## src/rtl/gslcd_timing_gen.sv

```systemverilog
// LCD timing generator and pixel sequencer: raster counters, sync/DEN generation and
// pixel selection from an upstream stream or a built-in pattern engine.
module gslcd_timing_gen #(
  parameter int   H_ACTIVE   = 800,
  parameter int   H_FP       = 40,
  parameter int   H_SYNC     = 48,
  parameter int   H_BP       = 40,
  parameter int   V_ACTIVE   = 480,
  parameter int   V_FP       = 13,
  parameter int   V_SYNC     = 3,
  parameter int   V_BP       = 29,
  parameter logic HSYNC_POL  = 1'b0,
  parameter logic VSYNC_POL  = 1'b0,
  parameter int   COMP_WIDTH = 8,
  parameter int   CNT_WIDTH  = 12,
  localparam int  DATA_WIDTH = 3 * COMP_WIDTH
) (
  input  logic                  io_pclk,
  input  logic                  reset,
  input  logic                  io_enable,
  input  logic [1:0]            io_mode,
  input  logic [DATA_WIDTH-1:0] io_color,
  input  logic                  io_pixel_valid,
  input  logic [DATA_WIDTH-1:0] io_pixel_data,
  input  logic                  io_pixel_sof,
  output logic                  io_pixel_ready,
  output logic                  io_den,
  output logic                  io_hsync,
  output logic                  io_vsync,
  output logic [DATA_WIDTH-1:0] io_data,
  output logic                  io_frame_start,
  output logic                  io_underflow,
  output logic                  io_sync_err,
  input  logic                  io_err_clr
);

  localparam int H_TOTAL = H_ACTIVE + H_FP + H_SYNC + H_BP;
  localparam int V_TOTAL = V_ACTIVE + V_FP + V_SYNC + V_BP;

  localparam logic [CNT_WIDTH-1:0] H_ACT_C  = CNT_WIDTH'(H_ACTIVE);
  localparam logic [CNT_WIDTH-1:0] H_SYNC_S = CNT_WIDTH'(H_ACTIVE + H_FP);
  localparam logic [CNT_WIDTH-1:0] H_SYNC_E = CNT_WIDTH'(H_ACTIVE + H_FP + H_SYNC);
  localparam logic [CNT_WIDTH-1:0] H_LAST   = CNT_WIDTH'(H_TOTAL - 1);
  localparam logic [CNT_WIDTH-1:0] V_ACT_C  = CNT_WIDTH'(V_ACTIVE);
  localparam logic [CNT_WIDTH-1:0] V_SYNC_S = CNT_WIDTH'(V_ACTIVE + V_FP);
  localparam logic [CNT_WIDTH-1:0] V_SYNC_E = CNT_WIDTH'(V_ACTIVE + V_FP + V_SYNC);
  localparam logic [CNT_WIDTH-1:0] V_LAST   = CNT_WIDTH'(V_TOTAL - 1);
  localparam logic [CNT_WIDTH-1:0] BAR_LAST = CNT_WIDTH'(H_ACTIVE / 8 - 1);

  localparam logic [1:0] MODE_STREAM = 2'd0;
  localparam logic [1:0] MODE_SOLID  = 2'd1;
  localparam logic [1:0] MODE_BARS   = 2'd2;

  // Bar order white, yellow, cyan, green, magenta, red, blue, black maps onto index bits.
  function automatic logic [DATA_WIDTH-1:0] bar_color(input logic [2:0] idx);
    return {{COMP_WIDTH{~idx[1]}}, {COMP_WIDTH{~idx[2]}}, {COMP_WIDTH{~idx[0]}}};
  endfunction

  logic [CNT_WIDTH-1:0]  h_cnt_q, h_cnt_d;
  logic [CNT_WIDTH-1:0]  v_cnt_q, v_cnt_d;
  logic [CNT_WIDTH-1:0]  bar_cnt_q, bar_cnt_d;
  logic [2:0]            bar_idx_q, bar_idx_d;
  logic [1:0]            mode_q;
  logic [1:0]            mode_eff;
  logic                  at_origin;
  logic                  active;
  logic                  h_in_sync;
  logic                  v_in_sync;
  logic                  stream_take;
  logic                  underflow_set;
  logic                  sync_err_set;
  logic [DATA_WIDTH-1:0] pix_d;

  logic                  den_q;
  logic                  hsync_q;
  logic                  vsync_q;
  logic [DATA_WIDTH-1:0] data_q;
  logic                  frame_start_q;
  logic                  underflow_q;
  logic                  sync_err_q;

  // Raster position and bar tracking (bar index follows h_cnt without a divider).
  always_comb begin
    h_cnt_d   = h_cnt_q;
    v_cnt_d   = v_cnt_q;
    bar_cnt_d = bar_cnt_q;
    bar_idx_d = bar_idx_q;
    if (!io_enable) begin
      h_cnt_d   = '0;
      v_cnt_d   = '0;
      bar_cnt_d = '0;
      bar_idx_d = '0;
    end else if (h_cnt_q == H_LAST) begin
      h_cnt_d   = '0;
      v_cnt_d   = (v_cnt_q == V_LAST) ? '0 : v_cnt_q + CNT_WIDTH'(1);
      bar_cnt_d = '0;
      bar_idx_d = '0;
    end else begin
      h_cnt_d = h_cnt_q + CNT_WIDTH'(1);
      if (bar_idx_q != 3'd7 && bar_cnt_q == BAR_LAST) begin
        bar_cnt_d = '0;
        bar_idx_d = bar_idx_q + 3'd1;
      end else begin
        bar_cnt_d = bar_cnt_q + CNT_WIDTH'(1);
      end
    end
  end

  // The frame's first pixel already uses the mode being latched on that same cycle.
  always_comb begin
    at_origin     = (h_cnt_q == '0) && (v_cnt_q == '0);
    active        = (h_cnt_q < H_ACT_C) && (v_cnt_q < V_ACT_C);
    h_in_sync     = (h_cnt_q >= H_SYNC_S) && (h_cnt_q < H_SYNC_E);
    v_in_sync     = (v_cnt_q >= V_SYNC_S) && (v_cnt_q < V_SYNC_E);
    mode_eff      = at_origin ? io_mode : mode_q;
    io_pixel_ready = !reset && io_enable && (mode_eff == MODE_STREAM) && active;
    stream_take   = io_pixel_ready && io_pixel_valid;
    underflow_set = io_pixel_ready && !io_pixel_valid;
    sync_err_set  = at_origin && stream_take && !io_pixel_sof;
  end

  always_comb begin
    pix_d = '0;
    if (active) begin
      case (mode_eff)
        MODE_STREAM: pix_d = stream_take ? io_pixel_data : '0;
        MODE_SOLID:  pix_d = io_color;
        MODE_BARS:   pix_d = bar_color(bar_idx_q);
        default:     pix_d = {COMP_WIDTH'(h_cnt_q), COMP_WIDTH'(v_cnt_q),
                              COMP_WIDTH'(h_cnt_q) + COMP_WIDTH'(v_cnt_q)};
      endcase
    end
  end

  // Output stage: everything registered one cycle after the counter state it decodes.
  always_ff @(posedge io_pclk) begin
    if (reset) begin
      h_cnt_q       <= '0;
      v_cnt_q       <= '0;
      bar_cnt_q     <= '0;
      bar_idx_q     <= '0;
      mode_q        <= MODE_STREAM;
      den_q         <= 1'b0;
      hsync_q       <= ~HSYNC_POL;
      vsync_q       <= ~VSYNC_POL;
      data_q        <= '0;
      frame_start_q <= 1'b0;
      underflow_q   <= 1'b0;
      sync_err_q    <= 1'b0;
    end else begin
      h_cnt_q   <= h_cnt_d;
      v_cnt_q   <= v_cnt_d;
      bar_cnt_q <= bar_cnt_d;
      bar_idx_q <= bar_idx_d;
      if (io_enable && at_origin) begin
        mode_q <= io_mode;
      end
      if (!io_enable) begin
        den_q         <= 1'b0;
        hsync_q       <= ~HSYNC_POL;
        vsync_q       <= ~VSYNC_POL;
        data_q        <= '0;
        frame_start_q <= 1'b0;
      end else begin
        den_q         <= active;
        hsync_q       <= h_in_sync ? HSYNC_POL : ~HSYNC_POL;
        vsync_q       <= v_in_sync ? VSYNC_POL : ~VSYNC_POL;
        data_q        <= pix_d;
        frame_start_q <= at_origin && active;
      end
      // A set event wins over a simultaneous clear.
      if (underflow_set) begin
        underflow_q <= 1'b1;
      end else if (io_err_clr) begin
        underflow_q <= 1'b0;
      end
      if (sync_err_set) begin
        sync_err_q <= 1'b1;
      end else if (io_err_clr) begin
        sync_err_q <= 1'b0;
      end
    end
  end

  assign io_den         = den_q;
  assign io_hsync       = hsync_q;
  assign io_vsync       = vsync_q;
  assign io_data        = data_q;
  assign io_frame_start = frame_start_q;
  assign io_underflow   = underflow_q;
  assign io_sync_err    = sync_err_q;

endmodule

```

## config.mk

```make
export PLATFORM = sky130hd
export DESIGN_NAME = gslcd_timing_gen
export DESIGN_NICKNAME = d
export VERILOG_FILES = /design/src/rtl/gslcd_timing_gen.sv
export SDC_FILE = /design/constraint.sdc
export NUM_CORES = 1
export LEC_CHECK = 0
export BUFFER_PORTS_ARGS = -buffer_cell sky130_fd_sc_hd__buf_2
export CORE_ASPECT_RATIO = 1.5
export CORE_MARGIN = 2
export CORE_UTILIZATION = 50
export DETAILED_ROUTE_END_ITERATION = 16
export PLACE_DENSITY = 0.88
export SETUP_SLACK_MARGIN = 0.4
export SYNTH_ARGS = -nofsm -noshare
export SYNTH_HDL_FRONTEND = slang
export SYNTH_SLANG_ARGS = --single-unit
```

## constraint.sdc

```tcl
create_clock -name io_pclk -period 3.9 [get_ports io_pclk]
set_clock_uncertainty 0.15 [all_clocks]
set_input_delay 0.78 -clock io_pclk [delete_from_list [all_inputs] [get_ports io_pclk]]
set_output_delay 0.78 -clock io_pclk [all_outputs]
set_load 0.005 [all_outputs]
```

* After elaboration in Yosys (flattened, before gate mapping)
Cells that the tools add are included.
** Storage, ports and cells
- Bits in registers :: 71
- Input bits :: 56
- Output and inout bits :: 31
- Logic and storage cells :: 69
** Operators by class
- $add $sub $neg :: 5
- $lt $le $gt $ge :: 6
- Equal/unequal tests :: 6
- Multiplexer cells :: 9
- Bitwise gates (word level) :: 5
- Reduce and logical (&&, ||, !) cells :: 26
** Operators by type and width (number)
- $pmux W24 S3 :: 1
- $add A12 B1 Y12 const B :: 3
- $eq A12 B10 Y1 const B :: 2
- $logic_not A12 Y1 :: 2
- $lt A12 B10 Y1 const B :: 2
- $lt A12 B9 Y1 const B :: 2
- $mux W24 :: 1
- $logic_and A1 B1 Y1 :: 14
- $eq A12 B7 Y1 const B :: 1
- $ge A12 B10 Y1 const B :: 1
- $ge A12 B9 Y1 const B :: 1
- $mux W12 :: 1
- $add A8 B8 Y8 :: 1
- $reduce_or A3 Y1 :: 2
- $mux W1 :: 5
- $not A1 Y1 :: 5
- $reduce_bool A2 Y1 :: 2
- $reduce_or A4 Y1 :: 1
- $add A3 B1 Y3 const B :: 1
- $logic_not A1 Y1 :: 3
- $ne A3 B3 Y1 const B :: 1
- $eq A2 B1 Y1 const B :: 1
- $eq A2 B2 Y1 const B :: 1
- $logic_not A2 Y1 :: 1
- 2 further kinds :: 2

* Depth between registers and ports, before layout
- Word-level depth :: 10
- Depth in mapped cells :: 9
- Gate-level depth less buffers :: 9

* Worst setup path before layout
Ideal clock, no wire load.
- Path type :: in2out
- Start :: input port reset
- End :: output port io_pixel_ready
- Arrival :: 2.366 ns
- Setup slack :: 0.604 ns
- Stages :: 7
- Path through :: nand2b_1 -> clkbuf_1 -> nor4_1 -> or4b_2 -> clkbuf_1 -> clkbuf_1 -> nor2_1
** On the way
- Longest elaborated chain between the ends :: 4
** RTL lines
- start, declared :: RTL line 19 : input logic reset,
- $logic_not A1 Y1 :: RTL line 116 : io_pixel_ready = !reset && io_enable && (mode_eff == MODE_STREAM) && active;
- $logic_and A1 B1 Y1 (3 in series) :: RTL line 116
- end, declared :: RTL line 26 : output logic io_pixel_ready,
Every way passes these cells.

* Worst setup path in the final report
- Start :: register h_cnt_q[2]
- End :: output port io_pixel_ready
** On the way
- Longest elaborated chain between the ends :: 6
- Elaborated cells between the ends (all ways) :: 8
** RTL lines
- start, declared :: RTL line 59 : logic [CNT_WIDTH-1:0] h_cnt_q, h_cnt_d;
- start signal, assigned :: RTL line 151 : h_cnt_q <= h_cnt_d;
- parallel branches: the longest is 5 deep, another holds $lt A12 B10 Y1
- $logic_and A1 B1 Y1 (*) :: RTL line 116
Every way passes the cells marked *.

==> impl_summary.log <==
INFO  metric cts_root_buf = sky130_fd_sc_hd__clkbuf_8
INFO  metric detailedRoute.firstIterationViolations = 274
INFO  metric number_of_antenna_violations_at_the_first_check_in_global_routing = 0
INFO  metric drc_errors = 0
INFO  metric worst-endpoint-required = 2.97 ns
INFO  metric run_status = finished, final reports clean
INFO  metric hpwl = 7250 um
INFO  metric avgViaCountPerCell = 5.95
INFO  metric dr.pass1.iters = 6
INFO  metric area.growth.synth_to_final = 21.7%
INFO  metric critical_path.reg2reg.startpoint = h_cnt_q[2]
INFO  metric timing.final.max_slew_violations = 0
INFO  metric global_route_wire_length_before_repair = 14,900 um
INFO  metric postSynth.topFlopCell = sky130_fd_sc_hd__dfxtp_1
INFO  metric synth_area = 3520 sq um
INFO  metric finalSetupViolCount = 0
INFO  metric antenna_violating_nets_post_route = 0
INFO  metric core = 6850 sq um
INFO  metric io-pin-count = 87
INFO  metric finalWorstSetupSlack = 0.332 ns
INFO  metric yosys_warnings = 0
INFO  metric synth-seq-cells = 71
INFO  metric postCtsHoldBufs = 0
INFO  metric final_period_minus_worst_setup_slack = 3.57 ns
INFO  metric static-leakage-power = 1.78 nW
INFO  metric worstSetupPathType = flip-flop to output pin
INFO  metric critical_path_peak_fanout = 2
INFO  metric timing.critical_path.arrival = 2.64 ns
INFO  metric crit_path_end_kind = output pin
INFO  metric drt-total-wl = 9480 um
INFO  metric clockBufferDepth = 2
INFO  metric synth_enable_flop_cells = 0
INFO  metric routed-via-count = 3,447
INFO  metric maximum_number_of_pins_on_one_net_before_global_route_repair = 25
INFO  metric pwr_density_cell = 358 nW/um^2
INFO  metric avgSynthCellArea = 8.64 sq um
INFO  metric cts_htree_levels = 3
INFO  metric pre_cts_ws = 0.526 ns
INFO  metric die_w = 72.5 um
INFO  metric insertion_delay = 0.35 ns
INFO  metric fin_nets = 569
INFO  metric layout_commonest_cell = sky130_fd_sc_hd__buf_2
INFO  metric floorplan.die.height = 107 um
INFO  metric ys_async_sr_fraction = 0
INFO  metric final_layout_size_suffix_gt1_frac = 0.255
INFO  metric finalPower = 0.00153 W
INFO  metric vdd_ir_drop_max = 0.000224 V
INFO  metric min-delay-path-class = flip-flop to flip-flop
INFO  metric layout_common_cells = sky130_fd_sc_hd__buf_2, sky130_fd_sc_hd__nor2_1, sky130_fd_sc_hd__dfxtp_1
INFO  metric slew_headroom = 0.413
INFO  metric finalHoldViolCount = 0
INFO  metric cts_made_buffers = 9
INFO  metric globalplace.congestion = 0.932
INFO  metric final_critical_path_share_of_the_clock_period = 0.915
INFO  metric diodes_inserted = 0
INFO  metric synth.yosys.seq_area_share = 0.404
INFO  metric portBuffers = 86
INFO  metric n_fill_cell = 582
INFO  metric clock_sink_count = 71
INFO  metric placement_rows = 37
INFO  metric synth_cell_type_count = 47
INFO  metric wire_per_inst = 16.4 um
INFO  metric grtUsageTotal = 0.248
INFO  metric tritoncts = yes
INFO  metric clkTransAtPathRegs = 0.07 ns
INFO  metric setup_tns_final = 0 ns
INFO  metric max-cap-violations = 0
INFO  metric hold_path_startpoint = bar_cnt_q[0]
INFO  metric setup_repair_after_global_routing_missed_its_margin = true
INFO  metric design_area = 4280 sq um
INFO  metric fmax = 0.280 GHz
INFO  metric critical_path.startpoint = h_cnt_q[2]
INFO  metric worst_max_slew_pin_slew = 0.881 ns
INFO  metric netlist_instances = 407
INFO  metric syn-num-nets = 479
INFO  metric startpoint_type = flip-flop
INFO  metric global_route_total_overflow = 0
INFO  metric detailed_place.area = 4010 sq um
INFO  metric floorplan.initialDensity = 0.513
INFO  metric vias_in_the_first_global_route = 3,337
INFO  metric dieArea = 7740 sq um
## synthesized netlist by cell type (4+ instances only)
library cell               number  area share
sky130_fd_sc_hd__a211oi_1       6       0.013
sky130_fd_sc_hd__a21oi_1        7       0.010
sky130_fd_sc_hd__a221oi_1      24       0.060
sky130_fd_sc_hd__and2_1         4      0.0071
sky130_fd_sc_hd__and3_1         4      0.0071
sky130_fd_sc_hd__clkbuf_1      14       0.015
sky130_fd_sc_hd__dfxtp_1       71        0.40
sky130_fd_sc_hd__ha_1          15       0.053
sky130_fd_sc_hd__inv_1         11       0.012
sky130_fd_sc_hd__mux2i_1        5       0.014
sky130_fd_sc_hd__nand2_1       23       0.025
sky130_fd_sc_hd__nand2b_1       4      0.0071
sky130_fd_sc_hd__nand3_1       18       0.026
sky130_fd_sc_hd__nand4_1       10       0.018
sky130_fd_sc_hd__nor2_1        72       0.077
sky130_fd_sc_hd__nor2b_1        4      0.0071
sky130_fd_sc_hd__nor3_1        10       0.014
sky130_fd_sc_hd__nor4b_1        5       0.012
sky130_fd_sc_hd__o21ai_0       27       0.038
sky130_fd_sc_hd__xnor2_1       10       0.025
sky130_fd_sc_hd__xor2_1        23       0.057
## what timing repair did
item                                   in CTS  in global routing
pin swaps                                   3                  1
buffers inserted                            4                  0
gates resized for setup                    10                  2
endpoints found under the hold margin       0                  0
setup endpoints to repair                   1                  1
## layout make-up
cell class	count	area, sq um	area share
multi-input combinational	309	1990	0.466
clock inverter	2	37.5	0.00877
clock buffer	13	179	0.0418
sequential	71	1430	0.335
timing repair buffer	95	498	0.116
tap	78	97.6	0.0228
inverter	11	41.3	0.00965
## layer usage
| layer | GRT usage | vias up | wire, um |
|---|---|---|---|
| met1 | 0.240 | 1584 | 3400 |
| met5 | 0 | - | 0 |
| li1 | - | 1655 | - |
| met3 | 0.0404 | 51 | 561 |
| met4 | 0.200 | 0 | 617 |
| met2 | 0.448 | 157 | 4910 |
## sequential cells by signal (all words and copies together) (netlist names)
signal          count
bar_cnt_q          12
bar_idx_q           3
h_cnt_q            12
io_data            24
io_den              1
io_frame_start      1
io_hsync            1
io_sync_err         1
io_underflow        1
io_vsync            1
mode_q              2
v_cnt_q            12
## metrics by stage
stage / hold WS, ns / utilization / instances
floorplan: 0.268 / - / 407
global placement: 0.283 / 0.586 / 560
detailed placement: 0.302 / 0.586 / 560
CTS: 0.323 / 0.625 / 579
global route: 0.331 / 0.625 / 579
finish: 0.315 / 0.625 / 579
## cell families after synthesis
group | count (synthesis) | synth area share
adder cells (fa/ha/maj) | 16 | 0.0591
multiplexers | 6 | 0.0174
XOR/XNOR | 33 | 0.0822
buffers and inverters | 27 | 0.0313
flip-flops | 71 | 0.404
AO/OA/AOI/OAI | 79 | 0.158
AND/OR/NAND/NOR | 175 | 0.248
## critical path, stage by stage, from the launching register on
cell	delay [ns]
sky130_fd_sc_hd__dfxtp_4	0.35
sky130_fd_sc_hd__or4_4	0.53
sky130_fd_sc_hd__or4_4	0.52
sky130_fd_sc_hd__or4_4	0.51
sky130_fd_sc_hd__and2_4	0.18
sky130_fd_sc_hd__nor2_2	0.07
sky130_fd_sc_hd__buf_2	0.11
## path summary, 6_finish.rpt
kind | end | slack [ns] | cells after the start
setup / recovery | io_pixel_ready | 0.33 | 6
hold reg to reg | bar_cnt_q[0] | 0.32 | 1
setup reg to reg | io_data[9] | 0.66 | 7
hold / removal | bar_cnt_q[0] | 0.32 | 1
## power breakdown
group | leakage, nW | switching [W] | total, W | internal, W
Combinational | 1.09 | 0.0000873 | 0.000160 | 0.0000723
Clock | 0.108 | 0.000263 | 0.000625 | 0.000362
Sequential | 0.580 | 0.00000712 | 0.000749 | 0.000742
Total | 1.78 | 0.000358 | 0.00153 | 0.00118
Note: power is estimated with default switching activity, not from simulation.
